**config.mk**
```make
export PLATFORM = sky130hd
export DESIGN_NAME = spi_xfer_ctrl
export DESIGN_NICKNAME = d
export VERILOG_FILES = /design/src/rtl/spi_xfer_ctrl.sv
export SDC_FILE = /design/constraint.sdc
export NUM_CORES = 1
export LEC_CHECK = 0
export BUFFER_PORTS_ARGS = -buffer_cell sky130_fd_sc_hd__buf_2
export CORE_MARGIN = 5
export CORE_UTILIZATION = 60
export CTS_BUF_LIST = sky130_fd_sc_hd__clkbuf_8
export DETAILED_ROUTE_END_ITERATION = 12
export GPL_TIMING_DRIVEN = 0
export PLACE_DENSITY = 0.82
export SLEW_MARGIN = 20
export SYNTH_ARGS = -nofsm -noshare
export SYNTH_HDL_FRONTEND = slang
export SYNTH_SLANG_ARGS = --single-unit
```
**constraint.sdc**
```tcl
create_clock -name sysclk -period 2.1 [get_ports sysclk]
set_input_delay 0.42 -clock sysclk [delete_from_list [all_inputs] [get_ports sysclk]]
set_output_delay 0.42 -clock sysclk [all_outputs]
set_load 0.1 [all_outputs]
```
**src/rtl/spi_xfer_ctrl.sv**
```systemverilog
// SPI master character sequencer: frames cs_n, runs spi_clk_gen via go/last_clk,
// shifts MOSI and samples MISO on the clk_gen edge strobes.
module spi_xfer_ctrl #(
  parameter int CHAR_NBITS = 16,
  parameter int CNT_W      = 5
) (
  input  logic                  sysclk,
  input  logic                  rst_n,
  input  logic                  enable,
  input  logic                  cpol,
  input  logic                  cpha,
  input  logic [CNT_W-1:0]      char_len,
  input  logic                  lsb_first,
  input  logic                  tx_valid,
  output logic                  tx_ready,
  input  logic [CHAR_NBITS-1:0] tx_data,
  output logic                  rx_valid,
  output logic [CHAR_NBITS-1:0] rx_data,
  output logic                  go,
  output logic                  last_clk,
  input  logic                  pos_edge,
  input  logic                  neg_edge,
  input  logic                  miso,
  output logic                  mosi,
  output logic                  cs_n,
  output logic                  busy
);
  localparam int IDX_W = (CHAR_NBITS > 1) ? $clog2(CHAR_NBITS) : 1;
  typedef logic [IDX_W-1:0] idx_t;

  typedef enum logic [2:0] {IDLE, SETUP, XFER, LAST, DONE} state_e;
  state_e state_q, state_d;

  logic                  cpol_q, cpol_d, cpha_q, cpha_d, lsb_q, lsb_d, first_q, first_d;
  logic                  go_q, go_d, last_q, last_d, cs_n_q, cs_n_d, mosi_q, mosi_d;
  idx_t                  len_q, len_d, rx_idx_q, rx_idx_d, len_c;
  logic [CNT_W-1:0]      bit_cnt_q, bit_cnt_d;
  logic [CHAR_NBITS-1:0] tx_sh_q, tx_sh_d, rx_sh_q, rx_sh_d, rx_data_q, rx_data_d, tx_nx;
  logic                  pe, ne, lead, trail, do_sample, do_shift, load, fin;

  // Coincident strobes are treated as a glitch and dropped.
  assign pe    = pos_edge & ~neg_edge;
  assign ne    = neg_edge & ~pos_edge;
  assign lead  = cpol_q ? ne : pe;
  assign trail = cpol_q ? pe : ne;
  assign len_c = (char_len > CNT_W'(CHAR_NBITS-1)) ? idx_t'(CHAR_NBITS-1) : idx_t'(char_len);
  assign tx_nx = lsb_q ? (tx_sh_q >> 1) : (tx_sh_q << 1);

  always_comb begin
    state_d   = state_q;
    cpol_d    = cpol_q;
    cpha_d    = cpha_q;
    lsb_d     = lsb_q;
    first_d   = first_q;
    go_d      = go_q;
    last_d    = last_q;
    cs_n_d    = cs_n_q;
    mosi_d    = mosi_q;
    len_d     = len_q;
    rx_idx_d  = rx_idx_q;
    bit_cnt_d = bit_cnt_q;
    tx_sh_d   = tx_sh_q;
    rx_sh_d   = rx_sh_q;
    rx_data_d = rx_data_q;
    rx_valid  = 1'b0;
    tx_ready  = 1'b0;
    load      = 1'b0;
    do_sample = 1'b0;
    do_shift  = 1'b0;
    fin       = 1'b0;

    case (state_q)
      IDLE: begin
        // Held off while in reset so the handshake cannot fire on release.
        tx_ready = enable & rst_n;
        load     = tx_valid & enable;
      end
      SETUP: begin
        go_d    = 1'b1;
        state_d = XFER;
      end
      XFER: begin
        do_sample = cpha_q ? trail : lead;
        do_shift  = cpha_q ? (lead & ~first_q) : trail;
        if (lead) begin
          first_d = 1'b0;
          if (bit_cnt_q == '0) begin
            last_d  = 1'b1;
            state_d = LAST;
          end else begin
            bit_cnt_d = bit_cnt_q - 1'b1;
          end
        end
      end
      LAST: begin
        do_sample = cpha_q & trail;
        if (trail) begin
          go_d    = 1'b0;
          last_d  = 1'b0;
          fin     = 1'b1;
          state_d = DONE;
        end
      end
      DONE: begin
        rx_valid = 1'b1;
        tx_ready = enable;
        load     = tx_valid & enable;
        if (!load) begin
          cs_n_d  = 1'b1;
          state_d = IDLE;
        end
      end
      default: state_d = IDLE;
    endcase

    if (do_sample) begin
      rx_idx_d = rx_idx_q + 1'b1;
      if (lsb_q) rx_sh_d[rx_idx_q] = miso;
      else       rx_sh_d = {rx_sh_q[CHAR_NBITS-2:0], miso};
    end
    if (do_shift) begin
      tx_sh_d = tx_nx;
      mosi_d  = lsb_q ? tx_nx[0] : tx_nx[len_q];
    end
    if (fin) rx_data_d = rx_sh_d;

    if (load) begin
      state_d   = SETUP;
      cs_n_d    = 1'b0;
      cpol_d    = cpol;
      cpha_d    = cpha;
      lsb_d     = lsb_first;
      len_d     = len_c;
      bit_cnt_d = CNT_W'(len_c);
      tx_sh_d   = tx_data;
      rx_sh_d   = '0;
      rx_idx_d  = '0;
      first_d   = 1'b1;
      mosi_d    = lsb_first ? tx_data[0] : tx_data[len_c];
    end

    if (!enable) begin
      state_d   = IDLE;
      go_d      = 1'b0;
      last_d    = 1'b0;
      cs_n_d    = 1'b1;
      rx_data_d = rx_data_q;
    end
  end

  always_ff @(posedge sysclk or negedge rst_n) begin
    if (!rst_n) begin
      state_q   <= IDLE;
      cpol_q    <= 1'b0;
      cpha_q    <= 1'b0;
      lsb_q     <= 1'b0;
      first_q   <= 1'b0;
      go_q      <= 1'b0;
      last_q    <= 1'b0;
      cs_n_q    <= 1'b1;
      mosi_q    <= 1'b0;
      len_q     <= '0;
      rx_idx_q  <= '0;
      bit_cnt_q <= '0;
      tx_sh_q   <= '0;
      rx_sh_q   <= '0;
      rx_data_q <= '0;
    end else begin
      state_q   <= state_d;
      cpol_q    <= cpol_d;
      cpha_q    <= cpha_d;
      lsb_q     <= lsb_d;
      first_q   <= first_d;
      go_q      <= go_d;
      last_q    <= last_d;
      cs_n_q    <= cs_n_d;
      mosi_q    <= mosi_d;
      len_q     <= len_d;
      rx_idx_q  <= rx_idx_d;
      bit_cnt_q <= bit_cnt_d;
      tx_sh_q   <= tx_sh_d;
      rx_sh_q   <= rx_sh_d;
      rx_data_q <= rx_data_d;
    end
  end

  assign go       = go_q;
  assign last_clk = last_q;
  assign cs_n     = cs_n_q;
  assign mosi     = mosi_q;
  assign rx_data  = rx_data_q;
  assign busy     = (state_q != IDLE);

endmodule

```
==> results_dict.tcl, run 1 <==
set metrics [dict create \
    initial_core_util_pct 62.15 \
    synth_cells 465 \
    cap_violations 0 \
    finalSetupViolations 0 \
    routedWlPerCell_um 17.68 \
    cp_top_family "compound AO/OA/AOI/OAI gates" \
    synth-seq-cells 72 \
    die_w_um 94.35 \
    worstPathMaxFanout 5 \
    ctsLongestPathBuffers 2 \
    outcome "complete, no violations" \
    fin_tns_setup_ns 0 \
    irDropWorstVdd_uv 633.2 \
    rsz0062_at_grt "true" \
    io_pins 54 \
    cp-start-kind "register" \
    syn2layout_area_growth_pct 18.61 \
    fill_cells 524 \
    globalplace.congestion 0.9910 \
    mostFrequentLayoutCells "nand2_1, dfrtp_1, buf_2, nor2_1" \
    crit_buf_inv 1 \
    htreeDepth 3 \
    drcViolationCount 0 \
    async_flop_share_pct 100.0 \
    ant_nets 0 \
    grt_pass1_vias 3830 \
    power.leakage_uw 0.002299 \
    numPortBuffers 49 \
    root_buffer "clkbuf_8" \
    first_pass_iters 4 \
    holdWs_ns 0.03786 \
    place_hpwl_um 7656 \
    synth_ff_type "dfrtp_1" \
    power_density_mw_per_mm2 921.9 \
    worstPathArrival_ns 2.32 \
    finalNonFillerCells 635 \
    hold_class "input pin to asynchronous set/reset pin" \
    clkTransAtPathRegs_ns 0.08 \
    cts_tree "yes" \
    worst_pin_slew_ns 0.8128 \
    drt_iter0_drc 296 \
    crit_type "register to register" \
    drive_above_1_share_pct 26.35 \
    core_mm2 0.006869 \
    insertion_delay_ns 0.36 \
    clock_sinks 72 \
    viasPerCell 6.167 \
    post-route-period-util_pct 99.13 \
    dp_cells 611 \
    grt_max_degree 54 \
    rows 30 \
    dieArea_mm2 0.008902 \
    avgSynthCellArea_um2 9.181 \
    endpoint_kind "register" \
    yosysSeqAreaShare_pct 42.23 \
    crit_chain "or3b_4, a211o_4, a21oi_4, clkbuf_16, o211a_4, o31ai_1" \
    routed_wl_um 11230 \
    grt-ovfl-total 0 \
    cts_buffers 9 \
    die_h_um 94.35 \
    grt_usage_pct 25.86 \
    yosysUniqueCellTypes 62 \
    antenna_found_initial 0 \
    grt_pass1_wl_um 18270 \
    skew_ns 0.009955 \
    vias 3916 \
    critPathSlowestCell "dfrtp_2" \
    final-max-slew-violation-count 0 \
    synth_edf_count 0 \
    yosysWarnings 0 \
    nets 571 \
    worst-endpoint-required_ns 2.33 \
    finalPower_uw 4668 \
    hold_viol 0 \
    netlist_area_mm2 0.004269 \
    layout_commonest_cell "nand2_1" \
    slew_headroom_pct 45.63 \
    fin_crit_ns 2.082 \
    antennaDiodeCount 0 \
    clock.fmax_ghz 0.4804 \
    syn-num-nets 502 \
    critPathMaxStageDelay_ns 0.44 \
]
## final timing paths
check,end,startpoint,slack [ns],depth (start not counted)
setup / recovery,rx_data[5]$_DFFE_PN0P_,cpol_q$_DFFE_PN0P_,0.02,6
hold / removal,cs_n$_DFFE_PN1P_,rst_n,0.04,1
setup reg to reg,rx_data[5]$_DFFE_PN0P_,cpol_q$_DFFE_PN0P_,0.02,6
hold reg to reg,rx_data[11]$_DFFE_PN0P_,rx_data[11]$_DFFE_PN0P_,0.48,2
max in group asynchronous,cpha_q$_DFFE_PN0P_,rst_n,0.79,2
min in group sysclk,cpol_q$_DFFE_PN0P_,cpol,0.27,3
## state kept, by name, indices dropped and copies added (netlist names)
signal and flops:
mosi 1, last_clk 1, len_q 4, bit_cnt_q 5, cs_n 1, state_q 3, rx_data 16, rx_idx_q 4
go 1, tx_sh_q 16, first_q 1, cpol_q 1, rx_sh_q 16, lsb_q 1, cpha_q 1
## power breakdown
part	internal, uW	total (uW)	switching (uW)
Clock	551	1120	571
Sequential	1650	1930	277
Combinational	636	1620	981
Total	2840	4670	1830
## final cells by class
class / count / area (um2) / area share [%]
Clock buffer: 9 / 123.9 / 2.446
Timing Repair Buffer: 60 / 375.4 / 7.413
Tap cell: 96 / 120.1 / 2.372
Buffer: 32 / 182.7 / 3.608
Clock inverter: 7 / 72.57 / 1.433
Inverter: 13 / 48.80 / 0.9637
Multi-Input combinational cell: 346 / 2333 / 46.08
Sequential cell: 72 / 1807 / 35.68
## logic make-up (layout without fill, tap and decap cells)
logic type	Yosys count	in the layout	synth area share (%)
and+or+nand+nor	180	180	19.84
DFF	72	72	42.23
AOI/OAI and AO/OA	129	129	23.62
xor gates and xnor gates	6	6	1.231
muxes	25	25	6.477
buffers and inverters	47	121	4.836
adders and majority gates	6	6	1.758
## per-layer routing
layer	global-route usage (%)	part of all wire (%)	vias to the layer above
met3	3.745	7.9	20
met5	0	0	-
met4	8.664	1.4	0
met2	40.07	46	178
li1	-	-	1809
met1	37.39	45	1909
## cells in the mapped netlist, types with 5 or more instances
library cell	count	area [um2]
nor2b_1	6	37.54
o21ai_0	26	130.1
ha_1	6	75.07
o211a_4	9	157.7
nand2b_1	5	31.28
nor3_1	21	105.1
a211oi_1	5	37.54
nand3b_1	5	37.54
dfrtp_1	71	1777
o22ai_1	16	100.1
clkbuf_1	19	71.32
o211a_1	5	50.05
a21oi_1	26	130.1
inv_1	13	48.80
o31ai_2	8	100.1
buf_2	9	45.04
mux2i_1	22	220.2
nand3_1	9	45.04
nor2_1	36	135.1
o31ai_1	7	52.55
nand2_1	75	281.5
## worst register-to-register path: stages (launching register included)
cell and delay (ns):
dfrtp_2 0.44, or3b_4 0.44, a211o_4 0.40, a21oi_4 0.26, clkbuf_16 0.20, o211a_4 0.16, o31ai_1 0.07
## stage by stage
| step | setup slack (ns) | area, um2 | utilization (%) |
|---|---|---|---|
| after floorplan | 0.09118 | 4280 | - |
| after CTS | -0.0009159 | 4927 | 71.73 |
| after global placement | -0.9788 | 4646 | 67.63 |
| after global routing | -0.03124 | 5064 | 73.72 |
| final | 0.01822 | 5064 | 73.72 |
| after detailed placement | -0.2511 | 4676 | 68.07 |
## repair_timing
item / 4_1_cts / 5_1_grt
setup endpoints to repair: 40 / 55
cloned: 0 / 2
buffers inserted: 0 / 7
resized for setup: 13 / 29
pin swaps: 0 / 5
hold endpoints to repair: 18 / 0
hold buffers: 1 / 0
No activity file was read; power rests on OpenSTA's default activity.
==> run 2: changes to the inputs <==
--- a/config.mk
+++ b/config.mk
@@ -7,11 +7,11 @@
 export LEC_CHECK = 0
 export BUFFER_PORTS_ARGS = -buffer_cell sky130_fd_sc_hd__buf_2
 export CORE_MARGIN = 5
-export CORE_UTILIZATION = 60
+export CORE_UTILIZATION = 55
 export CTS_BUF_LIST = sky130_fd_sc_hd__clkbuf_8
 export DETAILED_ROUTE_END_ITERATION = 12
 export GPL_TIMING_DRIVEN = 0
-export PLACE_DENSITY = 0.82
+export PLACE_DENSITY = 0.76
 export SLEW_MARGIN = 20
 export SYNTH_ARGS = -nofsm -noshare
 export SYNTH_HDL_FRONTEND = slang
==> constraint.sdc (replaced) <==
create_clock -name sysclk -period 2.1 [get_ports sysclk]
set_input_delay 0.63 -clock sysclk [delete_from_list [all_inputs] [get_ports sysclk]]
set_output_delay 0.63 -clock sysclk [all_outputs]
set_load 0.1 [all_outputs]
==> run 2 against run 1 <==
Sequential share of layout area is 1.2 points lower. First-iteration DRC count is 11% lower. Critical path type is now register to output port. Total power is 3.9% higher. Via count is 1.7% lower.
==> results_dict.tcl, run 2 (synthesized netlist as in run 1, its figures left out) <==
set metrics [dict create \
    reg2regPathDepth 6 \
    irDropWorstVdd_uv 588.0 \
    first_pass_iters 5 \
    worstPathMaxFanout 4 \
    finalSetupViolations 0 \
    initial_core_util_pct 55.82 \
    place_hpwl_um 7651 \
    routedWlPerCell_um 17.46 \
    worst-endpoint-required_ns 1.47 \
    grt_pass1_wl_um 18600 \
    critPathMaxStageDelay_ns 0.41 \
    grt_pass1_vias 3749 \
    clock.fmax_ghz 0.4766 \
    rows 32 \
    syn2layout_area_growth_pct 22.54 \
    multiInputGateArea_mm2 0.002386 \
    numPortBuffers 49 \
    fin_tns_setup_ns 0 \
    dieArea_mm2 0.009624 \
    layout_commonest_cell "nand2_1" \
    ant_nets 0 \
    vias 3849 \
    mostFrequentLayoutCells "nand2_1, dfrtp_1, buf_2, nor2_1" \
    htreeDepth 3 \
    dp_cells 617 \
    cp-start-kind "register" \
    finalNonFillerCells 643 \
    worst_pin_slew_ns 0.6907 \
    slew_headroom_pct 53.95 \
    antennaDiodeCount 0 \
    die_w_um 98.10 \
    fin_crit_ns 2.098 \
    cts_buffers 9 \
    nets 573 \
    crit_buf_inv 2 \
    skew_ns 0.01240 \
    r2r_end "rx_data[4]$_DFFE_PN0P_" \
    drive_above_1_share_pct 27.91 \
    cp.depth 3 \
    antenna_found_initial 0 \
    drt_iter0_drc 262 \
    rsz0062_at_grt "true" \
    die_h_um 98.10 \
    final-max-slew-violation-count 0 \
    cap_violations 0 \
    seqCellArea_mm2 0.001805 \
    finalPower_uw 4850 \
    hold_class "input pin to asynchronous set/reset pin" \
    core_mm2 0.007647 \
    ctsLongestPathBuffers 2 \
    reg2reg_slack_ns 0.02 \
    root_buffer "clkbuf_8" \
    routed_wl_um 11230 \
    power.leakage_uw 0.002352 \
    io_pins 54 \
    globalplace.congestion 0.9140 \
    viasPerCell 5.986 \
    outcome "complete, no violations" \
    insertion_delay_ns 0.35 \
    hold_viol 0 \
    grt_max_degree 53 \
    clock_sinks 72 \
    cts_tree "yes" \
    drcViolationCount 0 \
    grt_usage_pct 23.42 \
    worstPathArrival_ns 1.47 \
    crit_type "register to output port" \
    crit_chain "clkbuf_8, or3_4, buf_12" \
    grt-ovfl-total 0 \
    cp_top_family "flip-flops" \
    critPathSlowestCell "dfrtp_1" \
    fill_cells 604 \
    post-route-period-util_pct 99.92 \
    dp_slack_ns -0.4635 \
    finalWorstSetupSlack_ns 0.001697 \
    r2r_start "cpol_q$_DFFE_PN0P_" \
    power_density_mw_per_mm2 927.1 \
    endpoint_kind "output port" \
    clkTransAtPathRegs_ns 0.08 \
]
==> run 2: cell count changes in the layout (fill, tap and decap cells not counted), moves of 3 or more <==
cell and change:
clkbuf_8 +4, o31ai_1 -4, o31ai_2 +4, buf_4 -3, buf_6 +3
==> run 2: how the worst max path moves through the flow <==
stage	from	endpoint	slack (ns)
finish	state_q[0]$_DFFE_PN0P_	busy	0.002
global route	state_q[0]$_DFFE_PN0P_	busy	-0.04
CTS	state_q[0]$_DFFE_PN0P_	busy	0.0003
detailed placement	pos_edge	rx_data[3]$_DFFE_PN0P_	-0.46
global placement	rst_n	tx_ready	-1.15
floorplan	enable	tx_ready	-0.15
==> run 2: metal layers <==
layer | global-route usage [%] | wire (um) | vias to the layer above
met5 | 0 | 0 | -
met4 | 6.177 | 157 | 0
met3 | 4.286 | 661 | 19
met2 | 35.86 | 5335 | 146
met1 | 34.38 | 5070 | 1871
li1 | - | - | 1813
==> run 2: power by group <==
part | internal, uW | leakage, uW | switching, uW
clock network | 759 | 0.000125 | 503
logic | 666 | 0.00129 | 981
registers | 1650 | 0.000941 | 290
==> run 2: worst register-to-register path: cells and delay by family (launching register included) <==
family | cells | cell delay [ns]
compound gates | 4 | 0.89
flops | 1 | 0.45
buf+inv | 1 | 0.20
simple gates | 1 | 0.43
==> run 2: metrics by stage <==
step	util (%)	hold slack, ns	cell area (um2)
3_5_place_dp	61.70	0.4663	4718
2_1_floorplan	-	0.3344	4315
4_1_cts	66.16	0.1216	5060
6_report	68.41	0.1243	5231
3_3_place_gp	61.31	0.4596	4688
5_1_grt	68.41	0.1320	5231
==> run 2: final cells by class <==
type / count / share of cell area [%]
flip-flops and latches: 72 / 34.51
clock buffers: 12 / 3.157
multi-input cells: 346 / 45.61
well taps: 102 / 2.440
inverters: 13 / 0.9328
repair buffers: 61 / 8.012
plain buffers: 33 / 4.042
clock inverters: 4 / 1.292
==> run 2: what timing repair did <==
action	4_1_cts	5_1_grt
buffers inserted	3	7
gates cloned	0	1
endpoints found under the setup margin	40	59
pin swaps	0	15
resized for setup	25	28
hold buffers	0	0
==> run 3: changes to the inputs <==
--- a/config.mk
+++ b/config.mk
@@ -11,7 +11,7 @@
 export CTS_BUF_LIST = sky130_fd_sc_hd__clkbuf_8
 export DETAILED_ROUTE_END_ITERATION = 12
 export GPL_TIMING_DRIVEN = 0
-export PLACE_DENSITY = 0.76
+export PLACE_DENSITY = 0.73
 export SLEW_MARGIN = 20
 export SYNTH_ARGS = -nofsm -noshare
 export SYNTH_HDL_FRONTEND = slang
==> run 3 against run 2 <==
The run now ends with negative setup slack left. Clock skew decreased by 0.0060 ns. Count of clock-buffer cells in the layout decreased by 2. Highest routed layer unchanged. Sequential cell count unchanged. Total power decreased by 1.1%. Largest power group unchanged. Setup slack got worse by 0.015 ns. Final cell count increased by 0.31%. Critical endpoint is now rx_valid. Non-clock buffer count increased by 2. Critical path depth increased by 1. Largest cell class unchanged.
==> results_dict.tcl, run 3 (synthesized netlist as in run 1, its figures left out) <==
set metrics [dict create \
    outcome "complete, but fails checks" \
    violations "negative setup slack" \
    grt-ovfl-total 0 \
    cts_buffers 9 \
    power_density_mw_per_mm2 919.4 \
    finalWorstSetupSlack_ns -0.01312 \
    die_w_um 98.10 \
    first_pass_iters 5 \
    skew_ns 0.006371 \
    viasPerCell 5.927 \
    critPathSlowestCell "dfrtp_1" \
    rows 32 \
    syn2layout_area_growth_pct 22.16 \
    clock_sinks 72 \
    htreeDepth 3 \
    clkTransAtPathRegs_ns 0.08 \
    power.leakage_uw 0.002359 \
    cp-start-kind "register" \
    antennaDiodeCount 0 \
    core_mm2 0.007647 \
    reg2reg_slack_ns 0.03 \
    routed_wl_um 11220 \
    dp_slack_ns -0.4743 \
    crit_type "register to output port" \
    cts_tree "yes" \
    endpoint_kind "output port" \
    clock.fmax_ghz 0.4732 \
    final-max-slew-violation-count 0 \
    grt_pass1_vias 3864 \
    ant_nets 0 \
    hold_class "input pin to asynchronous set/reset pin" \
    worstPathArrival_ns 1.48 \
    grt_usage_pct 23.77 \
    r2r_end "rx_data[12]$_DFFE_PN0P_" \
    crit_chain "buf_6, nor2_2, and2_1, buf_12" \
    worstPathMaxFanout 10 \
    irDropWorstVdd_uv 558.8 \
    crit_path_start "state_q[1]$_DFFE_PN0P_" \
    design_area_mm2 0.005215 \
    vias 3823 \
    finalPower_uw 4795 \
    place_hpwl_um 7637 \
    drt_iter0_drc 215 \
    mostFrequentLayoutCells "nand2_1, dfrtp_1, buf_2, nor2_1, a21oi_1" \
    routedWlPerCell_um 17.40 \
    grt_pass1_wl_um 18820 \
    drive_above_1_share_pct 27.81 \
    dp_cells 617 \
    root_buffer "clkbuf_8" \
    fill_cells 605 \
    numPortBuffers 49 \
    io_pins 54 \
    antenna_found_initial 0 \
    finalSetupViolations 1 \
    layout_commonest_cell "nand2_1" \
    reg2regPathDepth 6 \
    dieArea_mm2 0.009624 \
    drcViolationCount 0 \
    initial_core_util_pct 55.82 \
    utilization_pct 68.19 \
    slew_headroom_pct 50.57 \
    critPathMaxStageDelay_ns 0.38 \
    nets 575 \
    r2r_start "cpol_q$_DFFE_PN0P_" \
    globalplace.congestion 0.8257 \
    finalNonFillerCells 645 \
    placed_cell_area_mm2 0.004718 \
    insertion_delay_ns 0.35 \
    rsz0062_at_grt "true" \
    hold_viol 0 \
    crit_end "rx_valid" \
    post-route-period-util_pct 100.6 \
    worst-endpoint-required_ns 1.47 \
    ctsLongestPathBuffers 2 \
    cap_violations 0 \
    fin_crit_ns 2.113 \
    worst_pin_slew_ns 0.7415 \
    die_h_um 98.10 \
    grt_max_degree 55 \
]
run 3: cell types whose count changed in the layout (fill, tap and decap cells not counted), sizes merged:
cell and delta:
inv -2, clkinv +3, clkbuf -3, buf +3, clkinvlp +1
run 3: critical path: cells and delay by family (launching register included):
kind	cells	cell delay, ns
flip-flops	1	0.38
buffers and inverters	2	0.33
AND/OR/NAND/NOR	2	0.42
run 3: per-stage QoR:
| step | TNS (ns) | hold WS, ns |
|---|---|---|
| 2_1_floorplan | -0.1542 | 0.3344 |
| 3_3_place_gp | -20.65 | 0.4599 |
| 3_5_place_dp | -16.17 | 0.4658 |
| 4_1_cts | -0.04759 | 0.1569 |
| 5_1_grt | -0.2012 | 0.1178 |
| 6_report | -0.01312 | 0.1140 |
run 3: final cells by class:
type                       count  area, um2  share of cell area [%]
clock buffer                  10      137.6                   2.639
inverter                      13      48.80                  0.9357
sequential                    72       1805                   34.62
tap                          102      127.6                   2.447
clock inverter                 6      82.58                   1.583
buffer                        31      205.2                   3.935
multi-input combinational    346       2356                   45.18
timing repair buffer          65      451.7                   8.661
run 3: worst min path at each step:
stage / start / endpoint / slack [ns] / cells after the start
2_1_floorplan: rst_n / bit_cnt_q[0]$_DFFE_PN0P_ / 0.33 / 0
3_3_place_gp: rx_data[6]$_DFFE_PN0P_ / rx_data[6]$_DFFE_PN0P_ / 0.46 / 2
3_5_place_dp: rx_data[2]$_DFFE_PN0P_ / rx_data[2]$_DFFE_PN0P_ / 0.47 / 2
4_1_cts: rst_n / bit_cnt_q[4]$_DFFE_PN0P_ / 0.16 / 1
5_1_grt: rst_n / rx_sh_q[11]$_DFF_PN0_ / 0.12 / 1
6_report: rst_n / bit_cnt_q[4]$_DFFE_PN0P_ / 0.11 / 1
run 3: timing repair:
item	CTS	global route
hold buffers	0	0
pin swaps	2	7
gates cloned	0	2
resized for setup	24	24
endpoints found under the hold margin	0	0
buffers inserted	4	9
endpoints found under the setup margin	47	59
run 3: power breakdown:
| part | internal, uW | total (uW) | switching [uW] |
|---|---|---|---|
| Sequential | 1650 | 1920 | 269 |
| Combinational | 663 | 1640 | 980 |
| Clock | 695 | 1230 | 537 |
run 3: layer usage:
metal	wire [um]	vias up	global-route usage (%)
li1	-	1813	-
met3	651	20	4.286
met2	5113	137	36.13
met5	0	-	0
met4	220	0	8.839
met1	5234	1853	34.04
